File: src/rtl/cpu_sequencer.sv
// -----------------------------------------------------------------------------
// cpu_sequencer
//
// Multi-cycle control FSM for the single-issue RISC-V core. It walks each
// instruction through FETCH -> DECODE -> EXEC -> [MEM] -> WRITE. It emits
// one-cycle stage strobes and handshakes with variable-latency instruction
// and data memories. The program stops when the PC written back equals
// FINAL_PC, or when a memory request waits too long for its acknowledge.
//
// Ports:
//   CLK, RSTN           clock (rising edge), asynchronous active-low reset
//   START               one-cycle pulse, accepted only in S_IDLE / S_HALT
//   FINAL_PC, PC        end-of-program PC and the datapath PC
//   IS_MEM              current instruction is a load/store (valid in S_EXEC)
//   IMEM_REQ/IMEM_ACK   instruction memory handshake
//   DMEM_REQ/DMEM_ACK   data memory handshake
//   FETCH_EN, DECODE_EN, EXEC_EN, WRITE_EN   stage strobes (combinational)
//   BUSY                sequencer is running an instruction (registered)
//   COMPLETED, ERROR    program reached FINAL_PC / memory timed out
//   CYCLE_CNT           saturating count of busy cycles
//   RETIRED_CNT         saturating count of written-back instructions
// -----------------------------------------------------------------------------
module cpu_sequencer #(
   parameter int PC_W    = 32,
   parameter int CNT_W   = 32,
   parameter int TIMEOUT = 255
) (
   input  logic             CLK,
   input  logic             RSTN,
   input  logic             START,
   input  logic [PC_W-1:0]  FINAL_PC,
   input  logic [PC_W-1:0]  PC,
   input  logic             IS_MEM,
   output logic             IMEM_REQ,
   input  logic             IMEM_ACK,
   output logic             DMEM_REQ,
   input  logic             DMEM_ACK,
   output logic             FETCH_EN,
   output logic             DECODE_EN,
   output logic             EXEC_EN,
   output logic             WRITE_EN,
   output logic             BUSY,
   output logic             COMPLETED,
   output logic             ERROR,
   output logic [CNT_W-1:0] CYCLE_CNT,
   output logic [CNT_W-1:0] RETIRED_CNT
);

   // The wait counter only ever has to reach TIMEOUT-1.
   localparam int WAIT_W = (TIMEOUT > 1) ? $clog2(TIMEOUT) : 1;
   localparam logic [WAIT_W-1:0] WAIT_LAST = WAIT_W'((TIMEOUT > 0) ? TIMEOUT - 1 : 0);

   typedef enum logic [2:0] {
      S_IDLE,
      S_FETCH,
      S_DECODE,
      S_EXEC,
      S_MEM,
      S_WRITE,
      S_HALT
   } state_t;

   state_t             state_q, state_d;
   logic               busy_q, busy_d;
   logic               completed_q, completed_d;
   logic               error_q, error_d;
   logic [CNT_W-1:0]   cycle_q, cycle_d;
   logic [CNT_W-1:0]   retired_q, retired_d;
   logic [WAIT_W-1:0]  wait_q, wait_d;
   logic               expire;

   function automatic logic [CNT_W-1:0] sat_inc(input logic [CNT_W-1:0] v);
      return (&v) ? v : v + 1'b1;
   endfunction

   // Expiry only matters on a cycle where the ACK is low; an ACK on the
   // same cycle is handled first and wins.
   assign expire = (TIMEOUT > 0) && (wait_q == WAIT_LAST);

   always_comb begin
      state_d     = state_q;
      completed_d = completed_q;
      error_d     = error_q;
      cycle_d     = cycle_q;
      retired_d   = retired_q;
      wait_d      = wait_q;
      IMEM_REQ    = 1'b0;
      DMEM_REQ    = 1'b0;
      FETCH_EN    = 1'b0;
      DECODE_EN   = 1'b0;
      EXEC_EN     = 1'b0;
      WRITE_EN    = 1'b0;

      if (busy_q) begin
         cycle_d = sat_inc(cycle_q);
      end

      case (state_q)
         S_IDLE: begin
            if (START) begin
               state_d = S_FETCH;
               wait_d  = '0;
            end
         end
         S_FETCH: begin
            IMEM_REQ = 1'b1;
            if (IMEM_ACK) begin
               FETCH_EN = 1'b1;
               state_d  = S_DECODE;
            end else if (expire) begin
               error_d = 1'b1;
               state_d = S_HALT;
            end else if (TIMEOUT > 0) begin
               wait_d = wait_q + 1'b1;
            end
         end
         S_DECODE: begin
            DECODE_EN = 1'b1;
            state_d   = S_EXEC;
         end
         S_EXEC: begin
            EXEC_EN = 1'b1;
            if (IS_MEM) begin
               state_d = S_MEM;
               wait_d  = '0;
            end else begin
               state_d = S_WRITE;
            end
         end
         S_MEM: begin
            DMEM_REQ = 1'b1;
            if (DMEM_ACK) begin
               state_d = S_WRITE;
            end else if (expire) begin
               error_d = 1'b1;
               state_d = S_HALT;
            end else if (TIMEOUT > 0) begin
               wait_d = wait_q + 1'b1;
            end
         end
         S_WRITE: begin
            WRITE_EN  = 1'b1;
            retired_d = sat_inc(retired_q);
            if (PC == FINAL_PC) begin
               completed_d = 1'b1;
               state_d     = S_HALT;
            end else begin
               state_d = S_FETCH;
               wait_d  = '0;
            end
         end
         S_HALT: begin
            // Counters are frozen here; a new START begins a fresh run.
            if (START) begin
               state_d     = S_FETCH;
               wait_d      = '0;
               completed_d = 1'b0;
               error_d     = 1'b0;
               cycle_d     = '0;
               retired_d   = '0;
            end
         end
         default: begin
            state_d = S_IDLE;
         end
      endcase

      busy_d = (state_d != S_IDLE) && (state_d != S_HALT);
   end

   always_ff @(posedge CLK or negedge RSTN) begin
      if (!RSTN) begin
         state_q     <= S_IDLE;
         busy_q      <= 1'b0;
         completed_q <= 1'b0;
         error_q     <= 1'b0;
         cycle_q     <= '0;
         retired_q   <= '0;
         wait_q      <= '0;
      end else begin
         state_q     <= state_d;
         busy_q      <= busy_d;
         completed_q <= completed_d;
         error_q     <= error_d;
         cycle_q     <= cycle_d;
         retired_q   <= retired_d;
         wait_q      <= wait_d;
      end
   end

   assign BUSY        = busy_q;
   assign COMPLETED   = completed_q;
   assign ERROR       = error_q;
   assign CYCLE_CNT   = cycle_q;
   assign RETIRED_CNT = retired_q;

endmodule

File: config.mk
export PLATFORM = sky130hd
export DESIGN_NAME = cpu_sequencer
export DESIGN_NICKNAME = d
export VERILOG_FILES = /design/src/rtl/cpu_sequencer.sv
export SDC_FILE = /design/constraint.sdc
export NUM_CORES = 1
export LEC_CHECK = 0
export ABC_AREA = 1
export CAP_MARGIN = 20
export CELL_PAD_IN_SITES_DETAIL_PLACEMENT = 1
export CELL_PAD_IN_SITES_GLOBAL_PLACEMENT = 2
export CORE_ASPECT_RATIO = 1.75
export CORE_MARGIN = 2
export CORE_UTILIZATION = 27
export CTS_CLUSTER_DIAMETER = 50
export CTS_CLUSTER_SIZE = 28
export DETAILED_ROUTE_END_ITERATION = 12
export GPL_TIMING_DRIVEN = 0
export PLACE_DENSITY = 0.79
export SETUP_SLACK_MARGIN = 0.05
export SYNTH_ARGS = -nofsm -noshare
export SYNTH_HDL_FRONTEND = slang
export SYNTH_SLANG_ARGS = --single-unit
File: constraint.sdc
create_clock -name CLK -period 2.2 [get_ports CLK]
set_clock_uncertainty 0.1 [all_clocks]
set_input_delay 0.44 -clock CLK [delete_from_list [all_inputs] [get_ports CLK]]
set_output_delay 0.44 -clock CLK [all_outputs]
set_load 0.03 [all_outputs]
# == Yosys cells after proc, flatten, opt, wreduce, memory -nomap -nowiden ==
# Cells that the tools add are included.
# totals
output_inout_bits,73
wordCells,75
ff_bits,78
# op_classes
muxes,35
n_reduce_logical,13
n_eq_ne,17
n_addsub,3
# op_table
cell,count
32-bit 2-to-1 mux,6
"32-bit by 1-bit adder with 32-bit output, second input constant",2
32-bit case mux with 2 select lines,1
32-bit AND reduction,2
8-bit 2-to-1 mux,6
8-bit case mux with 5 select lines,1
32-bit equality test,1
3-bit case mux with 6 select lines,1
3-bit 2-to-1 mux,5
"2-bit inequality test, second input constant",7
1-bit 2-to-1 mux,13
"3-bit equality test, second input constant",3
"8-bit by 1-bit adder with 8-bit output, second input constant",1
"8-bit equality test, second input constant",1
"3-bit by 2-bit equality test with 1-bit output, second input constant",2
3-bit AND reduction,2
6-bit AND reduction,1
3-bit nonzero test,2
5-bit nonzero test,1
4-bit AND reduction,1
"3-bit by 1-bit equality test with 1-bit output, second input constant",1
3-bit logical NOT,1
"3-bit inequality test, second input constant",1
1-bit case mux with 3 select lines,1
other kinds (5),5

# == Longest topological paths before layout ==
# Gate-level depths: netlist (run 1).
# depth
ltp_word,6
mapped_depth,13
depth_no_buf,12

# == Least setup slack after synthesis (run 1) ==
# OpenSTA, ideal clock, no wires.
# synth_path
path_type,register -> register
start,"register cycle_q[0], in the netlist CYCLE_CNT[0]"
end,"register cycle_q[0], in the netlist CYCLE_CNT[0]"
path_stages_with_launch,12
setup_ps,143
path_buffers,1
t_arrival_ps,1929
setup_slack_ps,28
period_less_slack_ps,2172
cell_sequence,dfrtp_1 ha_1 nand3_4 nor2_4 nand3b_4 nor2_2 nand3_2 nand2_4 inv_2 buf_6 o21ai_0 a21oi_1
# synth_via
elab_chain_len,5
# synth_rtl
element,line,rtl
start: declaration,67,"logic [CNT_W-1:0] cycle_q, cycle_d;"
start signal: assignment,185,cycle_q <= cycle_d;
32-bit by 1-bit adder with 32-bit output / 32-bit AND reduction (equally long branches),73,return (&v) ? v : v + 1'b1;
32-bit 2-to-1 mux,73,
32-bit 2-to-1 mux *,94,if (busy_q) begin
32-bit 2-to-1 mux,154,if (START) begin
32-bit 2-to-1 mux *,98,case (state_q)
via cycle_d[0],67,
# Mark *: on every way through the listed nets, which the timed path passes. The rest lies on a longest branch.
# A chain may end at the register's enable or synchronous reset.

# == Worst setup path in the final report (run 1) ==
# layout_path
start,"register retired_q[0], in the netlist RETIRED_CNT[0]"
end,output port RETIRED_CNT[0]
# layout_lines
element,line,rtl
start: declaration,68,"logic [CNT_W-1:0] retired_q, retired_d;"
start signal: assignment,186,retired_q <= retired_d;
end: declaration,46,output logic [CNT_W-1:0] RETIRED_CNT
# No word-level cell between the ends.

==> impl_metrics.toml, run 1 <==
[sta]
finalSetupTns_ps = 0
maxSlewHeadroom_pct = 52.2
grt_setup_unrepaired = "yes"
max_freq_ghz = 0.468
finalCritPeriodShare_pct = 97.2
hold_violations = 0
period_needed_ps = 2140
worst_pin_slew_ps = 717
setup_ws_ps = 61.5
final_max_slew_viol_count = 0
setup_viol = 0

[final_layout]
syn_to_final_growth_pct = 43.8
finalNetCount = 1140
instances_no_fill = 1363
multi_input_area_mm2 = 0.00358
n_antenna_cell = 0
final-seq-area_mm2 = 0.00197
fillers = 2706
drive_gt1_share_pct = 12.6

[clocking]
cts.sinks = 78
clockBufferDepth = 2
cts_max_level = 3
cts_made_buffers = 9
cts_tree = "yes"
cts_root_buffer = "clkbuf_16"
path_clk_slew_ps = 60
clock_latency_ps = 350

[die]
floorplan.initialDensity_pct = 27.3
rows = 71
ioPinCount = 143
die_h_um = 199
core_area_mm2 = 0.0214
fp.dieW_um = 115
dieArea_mm2 = 0.0229

[drt]
vias = 6555
detail_route.iter0.violations = 218
antenna_left = 0
routed_wl_um = 24800
drt_pass1_iterations = 4
via_per_inst = 4.81
wire_per_inst_um = 18.2
drc = 0

[power_and_ir_drop]
combPwrFrac_pct = 50.1
leakage_nw = 3.49
p_int_w = 0.00429
ir_drop_v = 0.000368
power_density_mw_per_mm2 = 925
pwr-share-seq_pct = 27.7
sw_frac_of_total_pct = 44.8
power_frac_clock_pct = 22.2
switchingPower_w = 0.00349

[worst_setup_path]
rr_startpoint = "RETIRED_CNT[0]$_DFFE_PN0P_"
worst-setup-path-type = "register to primary output"
rr_worst_depth = 8
worst-path-max-fanout = 6
rr_endpoint = "RETIRED_CNT[25]$_DFFE_PN0P_"
cp.required_ps = 1660
arrival_ps = 1600
rrSetupSlack_ps = 140
crit_path_start_kind = "register"
end_kind = "primary output"

[logic_synthesis]
synthDistinctLibCells = 38
yosysWarnings = 0
synth_compound_area_share_pct = 9.03
synth-adder-area-share_pct = 0.856
ys_seq_area_share_pct = 33.4
syn-num-nets = 965
synth_top_family_by_area = "simple AND/OR/NAND/NOR gates"
synth-xor-area-share_pct = 5.99
postSynthAreaPerCell_um2 = 6.56
synthSimpleGateAreaFrac_pct = 42.1
syn-cell-area_mm2 = 0.00585
muxShareOfSynthArea_pct = 0
syn_inst = 891
ys_ff_latch = 78

[place]
hpwl_um = 19600
finalWeightedCongestion = 0.848
dp_slack_ps = -314
dp_cells = 1326
portBuffers = 142

[hold_path]
hold-path-endpoint = "COMPLETED$_DFFE_PN0P_"
worstHoldStart = "COMPLETED$_DFFE_PN0P_"
min_path_type = "register to register"
whs_path_depth = 2

[global_route]
grt_max_degree = 45
met3_usage_pct = 2.22
grt_first_pass_wirelength_um = 38800
use_met2_pct = 46.4
grt_busiest_layer = "met2"
grt_pass1_vias = 7167
use_met1_pct = 20.8
grt_overflow = 0
grt_use_total_pct = 22.4
antenna_found_initial = 0

[outcome]
status = "finished, final reports clean"

[run]
cap_violations = 0
[cell type report]
cell class                 instances  share of cell area [%]
sequential                        78                    23.4
clock inverter                     5                   0.967
multi-input combinational        695                    42.5
timing repair buffer             163                    19.4
inverter                          97                    4.33
tap                              292                    4.34
buffer                            22                    1.99
clock buffer                      11                    3.01
[Yosys cell counts]
cell type / n / share of area (%)
buf_1: 2 / 0.13
a311oi_1: 3 / 0.45
nand3_1: 73 / 6.2
o211ai_2: 1 / 0.21
nand3b_1: 19 / 2.4
nor2_2: 4 / 0.43
buf_6: 6 / 1.2
xnor2_1: 28 / 4.2
clkbuf_1: 8 / 0.51
o211ai_1: 1 / 0.13
nor2_1: 113 / 7.3
clkinv_1: 1 / 0.064
dfrtp_1: 78 / 33
nor4_1: 1 / 0.11
nand2_2: 3 / 0.32
nand3_4: 1 / 0.30
buf_4: 3 / 0.39
a22oi_1: 6 / 0.77
nand2_1: 278 / 18
nand3_2: 5 / 0.86
o21bai_1: 1 / 0.13
nand3b_4: 1 / 0.34
o21ai_0: 40 / 3.4
a21oi_1: 27 / 2.3
nor3_2: 2 / 0.34
buf_2: 3 / 0.26
nor3_1: 21 / 1.8
inv_1: 91 / 5.8
xor2_1: 12 / 1.8
nor2_4: 3 / 0.58
or2_2: 12 / 1.3
o21ai_1: 17 / 1.5
a41oi_1: 1 / 0.15
inv_2: 5 / 0.32
nand4_1: 14 / 1.5
ha_1: 4 / 0.86
nand2_4: 1 / 0.19
nor3b_1: 2 / 0.26
[what timing repair did]
item / 4_1_cts / 5_1_grt
resized for setup: 47 / 45
setup endpoints to repair: 71 / 72
endpoints found under the hold margin: 21 / 0
pin swaps: 2 / 5
gates cloned: 4 / 0
hold buffers: 1 / 0
buffers inserted: 10 / 6
[power by group through the flow]
stage	combinational [W]	sequential, W	clock [W]
after floorplan	0.00179	0.00245	0
after global placement	0.00346	0.00217	0
after detailed placement	0.00351	0.00218	0
after CTS	0.00376	0.00214	0.00177
after global routing	0.00429	0.00220	0.00182
final	0.00390	0.00215	0.00173
[registers in the layout, indices dropped and copies added (netlist names)]
| signal | cells |
|---|---|
| COMPLETED | 1 |
| RETIRED_CNT | 32 |
| BUSY | 1 |
| CYCLE_CNT | 32 |
| wait_q | 8 |
| state_q | 3 |
| ERROR | 1 |
[metrics by stage]
step	total power (W)	utilization (%)	area (um2)	hold WS, ps
2_1_floorplan	0.00424	-	5850	44.4
3_3_place_gp	0.00563	35.7	7640	371
3_5_place_dp	0.00568	35.8	7660	358
4_1_cts	0.00767	38.3	8210	393
5_1_grt	0.00830	39.3	8410	419
6_report	0.00778	39.3	8410	390
[metal layers]
| metal | wire (um) | share of wire (%) |
|---|---|---|
| met3 | 442 | 1.8 |
| met5 | 0 | 0 |
| met2 | 14800 | 60 |
| met1 | 8380 | 34 |
| met4 | 1090 | 4.4 |
[kinds of logic (layout without fill, tap and decap cells)]
logic type / count (synthesis) / after routing
AOI/OAI and AO/OA: 97 / 98
xor gates and xnor gates: 40 / 40
adders and majority gates: 4 / 4
buffers and inverters: 119 / 298
DFF: 78 / 78
and+or+nand+nor: 553 / 553
[cells in the final DEF, fill, tap and decap left out, types with 17 or more instances in the layout]
master	Yosys	routed
nand3b_1	19	19
buf_4	3	17
dfrtp_1	78	62
o21ai_0	40	40
nor2_1	113	106
nand2_1	278	275
nand3_1	73	70
inv_1	91	90
a21oi_1	27	27
clkdlybuf4s50_1	0	130
o21ai_1	17	17
xnor2_1	28	28
[worst max-delay path by stage]
stage | start | endpoint | slack, ps
after floorplan | CYCLE_CNT[1]$_DFF_PN0_ | CYCLE_CNT[0]$_DFF_PN0_ | 60
after global placement | RSTN | CYCLE_CNT[0]$_DFF_PN0_ | -3000
after global routing | RETIRED_CNT[0]$_DFFE_PN0P_ | RETIRED_CNT[0] | 30
final | RETIRED_CNT[0]$_DFFE_PN0P_ | RETIRED_CNT[0] | 60
after CTS | state_q[0]$_DFF_PN0_ | DMEM_REQ | 40
after detailed placement | PC[29] | wait_q[2]$_DFFE_PN0P_ | -310
[critical path, cell delays in order (launching register included)]
cell,delay (ps)
dfrtp_2,410
buf_4,160
clkdlybuf4s50_1,680
(Power assumes the default switching activity.)
==> inputs of run 2 (changes only) <==
--- a/config.mk
+++ b/config.mk
@@ -9,7 +9,7 @@
 export CAP_MARGIN = 20
 export CELL_PAD_IN_SITES_DETAIL_PLACEMENT = 1
 export CELL_PAD_IN_SITES_GLOBAL_PLACEMENT = 2
-export CORE_ASPECT_RATIO = 1.75
+export CORE_ASPECT_RATIO = 0.9
 export CORE_MARGIN = 2
 export CORE_UTILIZATION = 27
 export CTS_CLUSTER_DIAMETER = 50
==> impl_metrics.toml, run 2 (same netlist as run 1, synthesis figures left out) <==
[die]
floorplan.initialDensity_pct = 27.3
fp.dieW_um = 159
dieArea_mm2 = 0.0229
rows = 51
ioPinCount = 143
die_h_um = 144
core_area_mm2 = 0.0214

[global_route]
grt_first_pass_wirelength_um = 36500
grt_pass1_vias = 6643
grt_max_degree = 45
grt_use_total_pct = 20.3
antenna_found_initial = 0
grt_overflow = 0

[clocking]
path_clk_slew_ps = 60
cts_max_level = 3
cts_tree = "yes"
clock_latency_ps = 350
cts_made_buffers = 9
clockBufferDepth = 2
cts.sinks = 78
cts_root_buffer = "clkbuf_16"

[worst_setup_path]
crit_path_start_kind = "register"
worst-path-max-fanout = 6
arrival_ps = 1580
end_kind = "primary output"
slowest_delay_ps = 670
worst-setup-path-type = "register to primary output"
crit_chain = "buf_4, clkdlybuf4s50_1"
worst_path_max_delay_cell = "clkdlybuf4s50_1"
cp.required_ps = 1660

[final_layout]
final_cell_area_mm2 = 0.00838
finalNetCount = 1139
syn_to_final_growth_pct = 43.3
final_cell_mix = "nand2_1, clkdlybuf4s50_1, nor2_1"
fillers = 2772
final_util_pct = 39.1
final_common_cell = "nand2_1"
n_antenna_cell = 0
multi_input_area_mm2 = 0.00357
final-seq-area_mm2 = 0.00197
instances_no_fill = 1361
drive_gt1_share_pct = 12.0

[drt]
drc = 0
wire_per_inst_um = 16.7
vias = 6547
detail_route.iter0.violations = 372
routed_wl_um = 22800
antenna_left = 0
drt_pass1_iterations = 5
via_per_inst = 4.81

[sta]
grt_setup_unrepaired = "yes"
setup_viol = 0
maxSlewHeadroom_pct = 57.0
finalCritPeriodShare_pct = 96.5
period_needed_ps = 2120
worst_pin_slew_ps = 645
hold_violations = 0
max_freq_ghz = 0.471
setup_ws_ps = 77.2
finalSetupTns_ps = 0
final_max_slew_viol_count = 0

[place]
placed_area_mm2 = 0.00766
finalWeightedCongestion = 0.808
dp_cells = 1325
hpwl_um = 17400
portBuffers = 142
dp_slack_ps = -313

[power_and_ir_drop]
leakage_nw = 3.49
power_density_mw_per_mm2 = 920
ir_drop_v = 0.000358

[run]
cap_violations = 0

[hold_path]
min_path_type = "register to register"

[outcome]
status = "finished, final reports clean"
run 2: power breakdown:
part | internal [W] | switching, W | leakage [nW]
combinational | 0.00150 | 0.00233 | 2.34
sequential | 0.00172 | 0.000456 | 1.00
clock | 0.00103 | 0.000677 | 0.148
total | 0.00424 | 0.00347 | 3.49
run 2: layout make-up:
type / instances / area share [%]
Inverter: 97 / 4.34
Clock inverter: 5 / 0.985
Tap cell: 291 / 4.34
Timing Repair Buffer: 162 / 19.5
Multi-Input combinational cell: 695 / 42.5
Buffer: 22 / 1.93
Clock buffer: 11 / 2.90
Sequential cell: 78 / 23.5
run 2: final timing paths:
path                       depth (start not counted)                        from                     endpoint  slack, ps
max                                                2  RETIRED_CNT[0]$_DFFE_PN0P_               RETIRED_CNT[0]         80
min                                                2       COMPLETED$_DFFE_PN0P_        COMPLETED$_DFFE_PN0P_        390
max reg2reg                                       10  RETIRED_CNT[8]$_DFFE_PN0P_   RETIRED_CNT[0]$_DFFE_PN0P_        150
min reg2reg                                        2       COMPLETED$_DFFE_PN0P_        COMPLETED$_DFFE_PN0P_        390
max in group asynchronous                          3                        RSTN  RETIRED_CNT[17]$_DFFE_PN0P_        850
min in group asynchronous                          2                        RSTN      CYCLE_CNT[23]$_DFF_PN0_        510
run 2: per-stage QoR:
| step | hold WS [ps] | total power (W) |
|---|---|---|
| 5_1_grt | 426 | 0.00823 |
| 3_5_place_dp | 353 | 0.00566 |
| 6_report | 392 | 0.00771 |
| 4_1_cts | 406 | 0.00769 |
| 2_1_floorplan | 44.4 | 0.00424 |
| 3_3_place_gp | 378 | 0.00561 |
run 2: critical path: cells and delay by family, from the launching register on:
| family | cells | cell delay, ps |
|---|---|---|
| buf+inv | 2 | 840 |
| flops | 1 | 400 |
run 2: what timing repair did:
action	CTS	global route
pin swaps	2	2
endpoints found under the hold margin	31	0
cloned	5	0
resized for setup	41	47
buffers inserted	11	3
endpoints found under the setup margin	68	73
hold buffers	1	0
run 2: layer usage:
metal | GRT usage, % | vias up | wire length (um)
met5 | 0 | - | 0
met4 | 4.98 | 0 | 336
met3 | 4.73 | 20 | 1450
met2 | 32.5 | 188 | 10200
met1 | 27.8 | 3122 | 10800
li1 | - | 3217 | -
